**config.mk**
```make
export PLATFORM = sky130hd
export DESIGN_NAME = demux_rr_dispatcher
export DESIGN_NICKNAME = d
export VERILOG_FILES = /design/src/rtl/demux_rr_pkg.sv /design/src/rtl/demux_rr_pick.sv /design/src/rtl/demux_rr_dispatcher.sv
export SDC_FILE = /design/constraint.sdc
export NUM_CORES = 1
export LEC_CHECK = 0
export BUFFER_PORTS_ARGS = -buffer_cell sky130_fd_sc_hd__buf_2
export CORE_UTILIZATION = 49
export DETAILED_ROUTE_END_ITERATION = 6
export PLACE_DENSITY = 0.9
export SLEW_MARGIN = 15
export SYNTH_ARGS = -nofsm -noshare
export SYNTH_HDL_FRONTEND = slang
export SYNTH_SLANG_ARGS = --single-unit
```
**constraint.sdc**
```tcl
create_clock -name clk -period 2 [get_ports clk]
set_input_delay 0.2 -clock clk [delete_from_list [all_inputs] [get_ports clk]]
set_output_delay 0.2 -clock clk [all_outputs]
set_load 0.03 [all_outputs]
```
**src/rtl/demux_rr_pkg.sv**
```systemverilog
// ---------------------------------------------------------------------------
// demux_rr_pkg
// Shared constants and types for the round-robin demux dispatcher.
//   NUM_DEST : number of destinations behind the 1x4 demux
//   SEL_W    : width of a destination index
//   state_t  : dispatcher FSM state (ST_IDLE = empty, ST_SEND = item held)
//   next_ptr : round-robin successor of a destination index (wraps mod 4)
// ---------------------------------------------------------------------------
package demux_rr_pkg;

  localparam int NUM_DEST = 4;
  localparam int SEL_W    = 2;

  typedef enum logic {
    ST_IDLE = 1'b0,
    ST_SEND = 1'b1
  } state_t;

  // The index width equals log2(NUM_DEST), so plain overflow gives mod-4 wrap.
  function automatic logic [SEL_W-1:0] next_ptr(input logic [SEL_W-1:0] cur);
    return cur + SEL_W'(1);
  endfunction

endpackage

```
**src/rtl/demux_rr_pick.sv**
```systemverilog
// ---------------------------------------------------------------------------
// demux_rr_pick
// Combinational rotate-priority search: returns the first enabled destination
// found when scanning indices (ptr+k) mod 4 for k = 0..3.
//   mask  [3:0] in  : destination enable mask
//   ptr   [1:0] in  : index where the scan starts
//   idx   [1:0] out : chosen destination (only meaningful when found = 1)
//   found       out : at least one destination is enabled
// ---------------------------------------------------------------------------
module demux_rr_pick
  import demux_rr_pkg::*;
(
  input  logic [NUM_DEST-1:0] mask,
  input  logic [SEL_W-1:0]    ptr,
  output logic [SEL_W-1:0]    idx,
  output logic                found
);

  // Mask rotated so that bit k corresponds to destination (ptr+k) mod 4.
  logic [NUM_DEST-1:0] w_rot;
  logic [SEL_W-1:0]    w_off;

  genvar gi;
  generate
    for (gi = 0; gi < NUM_DEST; gi++) begin : g_rot
      assign w_rot[gi] = mask[ptr + SEL_W'(gi)];
    end
  endgenerate

  // Lowest set bit of the rotated mask wins; scanning downwards lets the
  // last assignment be the lowest offset.
  always_comb begin
    w_off = '0;
    for (int k = NUM_DEST - 1; k >= 0; k--) begin
      if (w_rot[k]) begin
        w_off = SEL_W'(k);
      end
    end
  end

  assign idx   = ptr + w_off;
  assign found = |mask;

endmodule

```
**src/rtl/demux_rr_dispatcher.sv**
```systemverilog
// ---------------------------------------------------------------------------
// demux_rr_dispatcher
// Single-entry round-robin dispatcher sequencing an external 1x4 demux.
// One item is held at a time and offered to exactly one enabled destination;
// destinations take turns starting after the last one served.
//
// Parameters:
//   WIDTH : data width
//   CNT_W : width of the delivered-item counter (wraps silently)
// Ports:
//   clk       in        clock, rising edge
//   rst       in        synchronous active-high reset
//   en_mask   in  [3:0] destination enables, sampled at acceptance only
//   in_valid  in        input item present
//   in_ready  out       input accepted this cycle (combinational)
//   in_data   in  [W]   input item
//   out_valid out [3:0] one-hot offer to the selected destination, or zero
//   out_ready in  [3:0] destination accepts; only bit sel is looked at
//   out_data  out [W]   held item, shared by all destinations
//   sel       out [1:0] demux select / locked destination
//   xfer_cnt  out [C]   number of items delivered
// ---------------------------------------------------------------------------
module demux_rr_dispatcher
  import demux_rr_pkg::*;
#(
  parameter int WIDTH = 8,
  parameter int CNT_W = 16
) (
  input  logic                clk,
  input  logic                rst,
  input  logic [NUM_DEST-1:0] en_mask,
  input  logic                in_valid,
  output logic                in_ready,
  input  logic [WIDTH-1:0]    in_data,
  output logic [NUM_DEST-1:0] out_valid,
  input  logic [NUM_DEST-1:0] out_ready,
  output logic [WIDTH-1:0]    out_data,
  output logic [SEL_W-1:0]    sel,
  output logic [CNT_W-1:0]    xfer_cnt
);

  state_t           r_state;
  logic [SEL_W-1:0] r_ptr;
  logic [SEL_W-1:0] r_sel;
  logic [WIDTH-1:0] r_data;
  logic [CNT_W-1:0] r_cnt;

  logic             w_deliver;
  logic             w_slot_free;
  logic             w_accept;
  logic [SEL_W-1:0] w_pick_ptr;
  logic [SEL_W-1:0] w_pick_idx;
  logic             w_pick_found;

  // Delivery only ever looks at the locked destination's ready bit.
  assign w_deliver   = (r_state == ST_SEND) && out_ready[r_sel];

  // The holding register is free if empty, or if it empties on this edge.
  assign w_slot_free = (r_state == ST_IDLE) || out_ready[r_sel];
  assign in_ready    = w_slot_free && w_pick_found;
  assign w_accept    = in_valid && in_ready;

  // When a delivery and an accept coincide, the new pick must already use
  // the post-delivery pointer (sel+1), not the stale r_ptr.
  assign w_pick_ptr  = (r_state == ST_SEND) ? next_ptr(r_sel) : r_ptr;

  demux_rr_pick u_pick (
    .mask  (en_mask),
    .ptr   (w_pick_ptr),
    .idx   (w_pick_idx),
    .found (w_pick_found)
  );

  always_ff @(posedge clk) begin
    if (rst) begin
      r_state <= ST_IDLE;
      r_ptr   <= '0;
      r_sel   <= '0;
      r_data  <= '0;
      r_cnt   <= '0;
    end else begin
      if (w_deliver) begin
        r_ptr <= next_ptr(r_sel);
        r_cnt <= r_cnt + CNT_W'(1);
      end

      case (r_state)
        ST_IDLE: begin
          if (w_accept) begin
            r_data  <= in_data;
            r_sel   <= w_pick_idx;
            r_state <= ST_SEND;
          end
        end
        ST_SEND: begin
          if (w_accept) begin
            // Back-to-back: refill in the same cycle the old item leaves.
            r_data  <= in_data;
            r_sel   <= w_pick_idx;
            r_state <= ST_SEND;
          end else if (w_deliver) begin
            r_state <= ST_IDLE;
          end
        end
        default: begin
          r_state <= ST_IDLE;
        end
      endcase
    end
  end

  // Demux-style decode of the registered select, gated by the state, so
  // out_valid has no combinational path from any input.
  genvar gi;
  generate
    for (gi = 0; gi < NUM_DEST; gi++) begin : g_valid
      assign out_valid[gi] = (r_state == ST_SEND) && (r_sel == SEL_W'(gi));
    end
  endgenerate

  assign out_data = r_data;
  assign sel      = r_sel;
  assign xfer_cnt = r_cnt;

endmodule
```
==> run summary, run 1 <==
Count of buffers from port buffering: 49. Most used flip-flop cell after synthesis: dfxtp_1. Row generation in the floorplan step produced 19 rows.

Derived from the worst setup path, the maximum achievable clock frequency is 520 MHz. For the pin with the worst max-slew slack, the measured transition is 0.515 ns. Endpoint of the worst hold-timing path: out_data[7]. The clock drives 29 sinks.

In this run the worst path has a maximum fanout of 2. The insertion delay to the later sink of the worst-skew pair is 0.32 ns, and the worst setup timing slack at the placement stage is 0.194 ns. Of the available clock period, the critical path in the final layout requires 96.2%. The flow ran to the end, and the final reports show no timing, DRC or antenna violations. The number of primary I/O pins came out at 50.

The register area share after synthesis was 40.8%. The cell chosen for the clock root is clkbuf_4. Data on the critical path arrives at its endpoint at 1.72 ns. The cell area power density is 670 nW/um^2. The number of H-tree levels is 2, and the number of antenna violations at the first check in global routing is 0. In this run the most critical hold path is launched from in_data[7]. The clock passes through at most 2 buffers. For the worst setup path, the data required time is 1.80 ns. Synthesis produced a netlist whose cell count is 158. Counting flops with an async set or reset pin after synthesis yields a share of 0%. The final total power was 1.17 mW; the number of global-route vias before repair was 1192. Among all cell types in the netlist, the one instantiated most often is dfxtp_1.

The count of vias placed by the detailed router was 1311. The tools report the yosys synthesis warning count as 0. The path class of the lowest-slack min-delay path was in2reg. The iteration count of the initial detailed-routing pass is 4.

The synthesized design spends more area on one cell type than any other, namely dfxtp_1. Leakage power of the design: 0.832 nW. In this run, synthesis inferred 0 flip-flops with an integrated enable. Setup total negative slack on the finished layout was measured at 0 ns. The full die area was 3130 sq um.

The floorplan step set the die width to 55.9 microns. Measured in cells, the most critical reg-to-reg path has a length of 5. Summed over all nets, the half-perimeter wirelength after detailed placement is 2260 microns. For the number of different library cells in the post-synthesis netlist, the log shows 32. For the final database, setup skew stands at 0.00206 ns. After detailed routing, the number of vias per cell comes to 5.44.

Number of pins exceeding their max-slew limit in the final report: 0. After synthesis, the mean cell area works out to 9.01 sq um. The number of clock buffers added by TritonCTS is 5. The die is 55.9 microns tall. The count of antenna-violating nets left after detailed routing was 0. 0 antenna diodes ended up in the layout. Synthesis inferred 29 register bits. TritonCTS built the clock tree. After synthesis, the cell types taking the most area are dfxtp_1, mux2i_1, xor2_1.

The routed wirelength normalized by instance count works out to 12.8 microns. In this run, the number of DRC markers left after iteration 0 of detailed routing was 30. The max-slew headroom at the worst pin was 65.6%. The fraction of post-synthesis cell area in the top cell type by area came out at 40.8%.

In this run the critical register-to-register path is launched from sel[0]. The setup slack after layout came out at 0.0759 ns. The logs give 21.4% for the global-route usage over all layers and 0.13 ns for the setup slack on the worst flop-to-flop path. The first global-routing pass estimated 5180 microns of wire. The tools report the initial standard-cell utilization of the core as 51.6%. Global placer's final weighted congestion: 0.783.

Category of the critical setup timing path: reg2out. Number of nets in the layout: 235. The worst setup path is launched from a register. The pin count of the biggest net entering global routing came out at 31. The total routed wirelength is 3100 microns, and the number of max-cap violations is 0.

The clock edge transition at the registers on the reported setup and hold paths was 0.08 ns. The commonest cells after synthesis are dfxtp_1, nor2_1, a21oi_1, mux2i_1, xor2_1. Setup violations remaining at the end of the flow were counted as 0. Buffers inserted to repair hold after CTS numbered 0.

The worst setup path is captured at an output pin. The synthesis-to-finish area growth is 23.2%, and the maximum vdd drop is 0.000571 V. The post-synth net total is 182, and the area of the core is 2760 sq um. The total standard cell area after synthesis is 1420 sq um. The minimum clock period after layout came out at 1.92 ns. The remaining routing DRC violations was 0; the number of endpoints with negative hold slack in the final report was 0.

Counting instances, the worst hold path has a depth of 3. The terminus of the critical flop-to-flop path was sel[1]. Setup repair after global routing left no endpoint under its margin.

The total global routing overflow was 0; the ratio of cells with drive above 1 in the final layout was 31.0%.
worst max path at each step:
stage,startpoint,endpoint,depth (start not counted)
2_1_floorplan,sel[0],out_data[1],5
3_3_place_gp,sel[0],sel[1],4
3_5_place_dp,sel[0],out_data[3],4
4_1_cts,sel[0],in_ready,4
5_1_grt,sel[0],in_ready,4
6_report,sel[0],in_ready,4
logic make-up (layout without fill, tap and decap cells):
group / after synthesis / in the layout / synth area share [%]
muxes: 12 / 12 / 9.40
xor gates and xnor gates: 10 / 10 / 6.15
buffers and inverters: 12 / 64 / 3.87
adders and majority gates: 5 / 5 / 4.39
and+or+nand+nor: 67 / 67 / 24.9
DFF: 29 / 29 / 40.8
AOI/OAI and AO/OA: 23 / 23 / 10.5
area by class of cell:
class	count	area, sq um
fillers	239	1000
multi-input cells	117	791
flip-flops and latches	29	582
clock buffers	5	37.5
well taps	31	38.8
inverters	4	15.0
repair buffers	54	285
clock inverters	1	5.00
per-stage QoR:
| stage | std cells | instance area, sq um | hold slack, ns | utilization (%) |
|---|---|---|---|---|
| after detailed placement | 234 | 1700 | 0.437 | 61.6 |
| final | 241 | 1750 | 0.106 | 63.6 |
| after global placement | 234 | 1700 | 0.430 | 61.6 |
| after CTS | 241 | 1750 | 0.0976 | 63.4 |
| after global routing | 241 | 1750 | 0.0851 | 63.6 |
| after floorplan | 158 | 1420 | 0.303 | - |
per-layer routing:
metal | track usage (%) | vias to the layer above | wire (microns)
li1 | - | 662 | -
met1 | 25.3 | 604 | 1440
met2 | 35.5 | 43 | 1470
met3 | 8.60 | 2 | 164
met4 | 7.32 | 0 | 17
met5 | 0 | - | 0
critical path: stages (launching register included):
cell and delay, ns:
dfxtp_2 0.35, mux4_2 0.52, or2_4 0.24, and2_1 0.14, buf_4 0.16
state kept, by name (all words and copies together), names as in the netlist:
signal    flops
r_state       1
out_data      8
sel           2
xfer_cnt     16
r_ptr         2
placed cells by master (no fill, tap or decap), types with 2 or more instances in the layout:
cell / netlist / routed
dfxtp_1: 29 / 28
nand3_1: 9 / 9
nand3b_1: 2 / 2
or3_1: 5 / 5
and2_1: 5 / 5
buf_2: 2 / 48
nor2_1: 21 / 21
buf_4: 0 / 6
a21oi_1: 10 / 10
nand4_1: 6 / 6
nand2_1: 6 / 6
ha_1: 5 / 5
xor2_1: 10 / 10
and3_1: 5 / 5
inv_1: 4 / 4
and4_1: 3 / 3
nand2b_1: 2 / 2
mux2i_1: 10 / 10
o21ai_0: 6 / 6
clkbuf_4: 0 / 5
power by group:
| part | total [mW] | switching [mW] | internal [mW] |
|---|---|---|---|
| logic | 0.241 | 0.145 | 0.0962 |
| registers | 0.620 | 0.0204 | 0.600 |
| clock network | 0.313 | 0.192 | 0.122 |
repair_timing:
item	CTS	global route
buffers inserted	1	0
resized for setup	1	3
endpoints found under the setup margin	1	1
(Power assumes the default switching activity.)
==> run 2, diff against run 1 <==
--- a/config.mk
+++ b/config.mk
@@ -5,10 +5,11 @@
 export SDC_FILE = /design/constraint.sdc
 export NUM_CORES = 1
 export LEC_CHECK = 0
+export ABC_CLOCK_PERIOD_IN_PS = 2000
 export BUFFER_PORTS_ARGS = -buffer_cell sky130_fd_sc_hd__buf_2
 export CORE_UTILIZATION = 49
 export DETAILED_ROUTE_END_ITERATION = 6
-export PLACE_DENSITY = 0.9
+export PLACE_DENSITY = 0.84
 export SLEW_MARGIN = 15
 export SYNTH_ARGS = -nofsm -noshare
 export SYNTH_HDL_FRONTEND = slang
==> run summary, run 2 (synthesis results as in run 1) <==
The routed wirelength normalized by instance count works out to 13.0 microns. In the layout the commonest cells are buf_2, dfxtp_1, nor2_1. In this run, the combinational gates consume 20.8% of the power. The cell count of the worst reg-to-reg path was 6; the violation count after the first detailed-routing iteration was 32. The die covers 3130 sq um. The first global-routing pass estimated 5200 microns of wire. The clock drives 29 sinks.

The sequential cells in the finished layout cover a total of 582 sq um. The leakage power of the design came out at 0.856 nW. The maximum vdd drop is 0.000440 V. Terminus of the critical flop-to-flop path: out_data[2].

The logs give 0 for the total global routing overflow and 50.5% for the power share of the sequential group. The accumulated negative setup slack was 0 ns. For hold timing, the worst endpoint is out_data[5]. The share of total power dissipated in the clock network is 28.7%.

Fill cells in the final layout number 242. The via density per instance was 5.49; the number of antenna violations at the first check in global routing was 0. The run gives 0.00862 ns as the clock skew after layout.

Relative to the synthesized area, the layout overhead comes to 26.5%. The number of max-cap violations is 0, and the top fanout value on the critical path is 2. The logs give 793 sq um for the area of combinational cells with multiple inputs and 31 for the pin count of the biggest net entering global routing. After floorplanning, the core was sized to cover 2760 sq um. The root buffer cell chosen for the clock tree is clkbuf_4.

The initial utilization of the core area, before any placement, comes to 51.6%. For the diode insertion count for antenna repair, the log shows 0. Share of total power consumed by net switching: 28.9%. The insertion delay to the later sink of the worst-skew pair was 0.32 ns. Global routing used 20.8% of the available tracks. The run finished, with violations left.

Input and output buffers added on the ports amount to 49. The tightest min-delay check is of the in2reg type. The internal portion of the total power is 0.873 mW.

The critical path is of the reg2out type. The required time of the critical path was 1.80 ns. The worst hold path begins at in_data[5]. The worst setup path is launched from a register.

The analysis attributes to net switching a power of 0.355 mW. 50 I/O pins were placed. The most frequent standard cell in the layout excluding fill and tap cells was buf_2.

The post-route netlist has 31.9% of its cells at a drive strength greater than 1. Setup repair after global routing left no endpoint under its margin. The clock edge transition at the registers on the reported setup and hold paths is 0.09 ns, and the number of pins exceeding their max-slew limit in the final report is 0.

Cell depth of the worst min-delay path: 3. The total routed wirelength is 3180 microns. The number of endpoints with negative hold slack in the final report was 0; the cell area power density was 682 nW/um^2. On the worst path, the slowest cell contributes a delay of 0.52 ns. In this run the deepest clock path goes through 2 buffers. For the worst endpoint data arrival time, the log shows 1.71 ns. For this run, the top clock speed supported by timing is 523 MHz. For the count of vias placed by the detailed router, the log shows 1339. Of the available clock period, the critical path in the final layout requires 95.6%.

The remaining routing DRC violations was 2. The count of antenna-violating nets left after detailed routing was 0. The setup check on the worst reg-to-reg path leaves a slack of 0.18 ns.

The final reports fail on DRC. Traced cell by cell, the critical path runs through mux4_2 > or2_4 > and2_4 > buf_6. The run gives 6 as the iteration count of the initial detailed-routing pass.

The tools report the global placer's final weighted congestion as 0.778. The number of global-route vias before repair came out at 1209. The height of the die was 55.9 microns. The number of flip-flops under the largest register name is 16.

Slew at the pin closest to its max-slew limit: 0.528 ns. The number of buffers added by the clock tree synthesis step was 5. Type of element capturing the critical path: an output pin.

Once detailed placement completed, the half-perimeter wirelength came to 2230 microns. The number of H-tree levels was 2. Worst flop-to-flop path startpoint: sel[0].

For the finished layout, the period the worst path requires is 1.91 ns. Hold timing on the final database bottoms out at a slack of 0.114 ns. At the end of the flow, the number of nets in the layout was 237. TritonCTS built the clock tree.

The largest individual stage delay along the critical path comes from the cell mux4_2. The overall die width was 55.9 microns. Max-slew headroom at the worst pin: 64.8%.

The number of rows created at floorplan was 19; the count of endpoints failing setup in the final report was 0.
## run 2: repair_timing
| item | in CTS | in global routing |
|---|---|---|
| hold buffers | 0 | 0 |
| pin swaps | 0 | 1 |
| setup buffers | 1 | 2 |
| setup endpoints to repair | 1 | 2 |
| resized for setup | 3 | 2 |
| endpoints found under the hold margin | 0 | 0 |
## run 2: routing by layer
layer / track usage (%) / routed length (microns)
met2: 34.8 / 1510
met1: 26.2 / 1450
met5: 0 / 0
met3: 5.12 / 168
met4: 7.67 / 47
## run 2: cell type report
type | instances | share of cell area [%]
clock buffers | 7 | 3.06
repair buffers | 56 | 17.6
flip-flops and latches | 29 | 32.3
multi-input cells | 117 | 44.1
inverters | 4 | 0.834
well taps | 31 | 2.15
## run 2: stage by stage
step	cells	utilization, %	setup WS, ns	cell area [sq um]	power, mW
final	244	65.3	0.0880	1800	1.23
after global routing	244	65.3	0.0275	1800	1.29
after CTS	242	64.1	0.00326	1770	1.23
after detailed placement	234	61.6	0.141	1700	0.865
after global placement	234	61.6	0.256	1700	0.862
after floorplan	158	-	0.0311	1420	0.793
## run 2: worst max path at each step
stage | start | to | slack, ns | cells after the start
global route | sel[0] | in_ready | 0.03 | 4
global placement | sel[0] | sel[0] | 0.26 | 6
floorplan | sel[0] | out_data[1] | 0.03 | 5
finish | sel[0] | in_ready | 0.09 | 4
CTS | sel[0] | in_ready | 0.003 | 4
detailed placement | sel[0] | sel[1] | 0.14 | 4
## run 2: critical path, delay by kind of cell, from the launching register on
kind                   cells  cell delay, ns
muxes                      1            0.52
buffers and inverters      1            0.13
and+or+nand+nor            2            0.39
DFF                        1            0.36
## run 2: power by group through the flow
stage	Combinational (mW)	Sequential, mW	Clock, mW
final	0.255	0.620	0.353
after global routing	0.276	0.625	0.387
after CTS	0.239	0.620	0.366
after detailed placement	0.232	0.633	0
after global placement	0.229	0.632	0
after floorplan	0.130	0.663	0
==> run 3, diff against run 2 <==
--- a/config.mk
+++ b/config.mk
@@ -5,11 +5,11 @@
 export SDC_FILE = /design/constraint.sdc
 export NUM_CORES = 1
 export LEC_CHECK = 0
-export ABC_CLOCK_PERIOD_IN_PS = 2000
+export ABC_CLOCK_PERIOD_IN_PS = 1700
 export BUFFER_PORTS_ARGS = -buffer_cell sky130_fd_sc_hd__buf_2
-export CORE_UTILIZATION = 49
+export CORE_UTILIZATION = 44
 export DETAILED_ROUTE_END_ITERATION = 6
-export PLACE_DENSITY = 0.84
+export PLACE_DENSITY = 0.8
 export SLEW_MARGIN = 15
 export SYNTH_ARGS = -nofsm -noshare
 export SYNTH_HDL_FRONTEND = slang
==> constraint.sdc (replaced) <==
create_clock -name clk -period 1.7 [get_ports clk]
set_input_delay 0.17 -clock clk [delete_from_list [all_inputs] [get_ports clk]]
set_output_delay 0.17 -clock clk [all_outputs]
set_load 0.03 [all_outputs]
==> run summary, run 3 (synthesis results as in run 1) <==
The flow ran to the end, but the final reports show violations. The checks that failed: setup timing. The tools report the number of clock sinks seen by CTS as 29. The maximum vdd drop came out at 0.000469 V. The net count of the finished layout is 246. The number of endpoints with negative hold slack in the final report was 0.

Share of total power consumed by net switching: 29.4%. After detailed routing, the number of vias per cell comes to 5.13. The run gives -0.204 ns as the setup slack after layout. Synthesis-to-finish area growth: 38.7%.

The run gives 1370 as the count of vias placed by the detailed router. Global routing used 21.5% of the available tracks. The logs give 267 for the final cell count without fillers and 0.0109 ns for the clock skew after layout.

After detailed routing, the total wire length is 3280 microns. The violation count after the first detailed-routing iteration came out at 45. The number of H-tree levels came out at 2. After legalization and detailed placement, the total HPWL measured 2360 microns.

Power spread over the standard cell area amounts to 798 nW/um^2. At the end of routability-driven placement, the weighted congestion stood at 0.888. The path class of the lowest-slack min-delay path was in2reg. The height of the die is 58.9 microns. The worst pin sits at a relative slew slack of 64.4%. The top fanout value on the critical path is 2. The type of element capturing the critical path was an output pin.

Setup total negative slack on the finished layout was measured at -1.59 ns. The internal portion of the total power is 1.11 mW. For the number of global-route vias before repair, the log shows 1339.

TritonCTS built the clock tree. The wire length of the first global-routing pass was 5630 microns; the overall die width was 58.9 microns. The worst setup path is of the reg2out kind. Cell chosen for the clock root: clkbuf_4.

Dividing the detail-routed wire length by the instance count gives 12.3 microns. Of the total power, registers draw 45.9%. The minimum clock period after layout is 1.90 ns, and the instance area after placement is 1780 sq um. The first TritonRoute pass finished after 4 iterations. After routing the design area is 1970 sq um. For this configuration, the core starts out at a cell density of 46.6%. The ratio of cells with drive above 1 in the final layout is 37.7%, and the number of rows created at floorplan is 20. The design draws 1.58 mW. STA classifies the critical path startpoint as a register.

Total global routing overflow: 0. Entering global routing, the biggest net connects 31 pins. The logs give 1.53 ns for the required time of the critical path and 5 for the number of buffers added by the clock tree synthesis step. After detailed placement, the design holds a cell count of 253.

The logs give 3050 sq um for the area of the core and 50 for the number of primary I/O pins. The tools report the leakage power of the design as 0.935 nW. The number of antenna violations at the first check in global routing was 0. The most frequent standard cell in the layout excluding fill and tap cells was buf_2. Switching power total: 0.463 mW. Setup violations remaining at the end of the flow were counted as 11. The count of antenna-violating nets left after detailed routing is 0. In the layout the commonest cells are buf_2, dfxtp_1, nor2_1, buf_4. For the worst-skew pair, the clock arrives at the later sink with an insertion delay of 0.33 ns. The remaining routing DRC violations was 0. The clock edge transition at the registers on the reported setup and hold paths was 0.10 ns; the final critical-path share of the clock period was 112%. The number of flip-flops under the largest register name is 16. The number of max-cap violations came out at 0. The tools report the logic gate share of total power as 23.1%. For the worst endpoint data arrival time, the log shows 1.73 ns. The run gives 64.7% as the final standard cell utilization of the core.

During placement, the flow inserted port buffers numbering 49. The highest attainable clock frequency was 525 MHz. Prior to clock tree synthesis, the placed netlist has a worst setup slack of -0.00542 ns. At the pin with the least slew margin, the transition time is 0.535 ns. The number of pins exceeding their max-slew limit in the final report was 0. The die covers 3470 sq um. The clock share of power was 30.9%; the worst hold slack was 0.0642 ns. The number of antenna diodes in the final layout is 0. The buffer levels on the longest clock path came out at 2.

Setup repair after global routing could not meet its margin everywhere.
-- run 3: worst max-delay path, stage by stage, from the launching register on --
cell and delay (ns):
dfxtp_4 0.36, mux4_2 0.52, or2_4 0.25, and2_4 0.14, buf_6 0.13
-- run 3: power groups by stage --
stage | Clock [mW] | Combinational, mW | Sequential, mW
after CTS | 0.497 | 0.354 | 0.723
after floorplan | 0 | 0.156 | 0.781
after global routing | 0.526 | 0.396 | 0.727
after detailed placement | 0 | 0.309 | 0.739
final | 0.487 | 0.364 | 0.724
after global placement | 0 | 0.304 | 0.739
-- run 3: final cells by class --
type	count	area, sq um
Clock buffer	7	65.1
Clock inverter	1	5.00
Fill cell	288	1080
Inverter	4	15.0
Multi-Input combinational cell	117	827
Sequential cell	29	586
Tap cell	44	55.1
Timing Repair Buffer	65	422
-- run 3: repair_timing --
action                     4_1_cts  5_1_grt
gates resized for setup          7       10
hold buffers                     0        0
buffers inserted                 4        1
setup endpoints to repair        6       25
gates cloned                     1        0
pin swaps                        1        5
-- run 3: routing by layer --
metal | part of all wire, % | wire length (microns) | global-route usage [%]
met1 | 43 | 1410 | 24.8
met2 | 50 | 1640 | 38.1
met3 | 6.1 | 199 | 6.81
met4 | 0.76 | 25 | 5.44
met5 | 0 | 0 | 0
-- run 3: final timing paths --
kind                            startpoint           to  slack (ns)  cells past startpoint
worst max-delay path                sel[0]     in_ready       -0.20                      4
worst min register to register    r_ptr[1]     r_ptr[1]        0.48                      2
worst max register to register      sel[0]  out_data[2]       -0.18                      7
worst min-delay path            in_data[6]  out_data[6]        0.06                      3
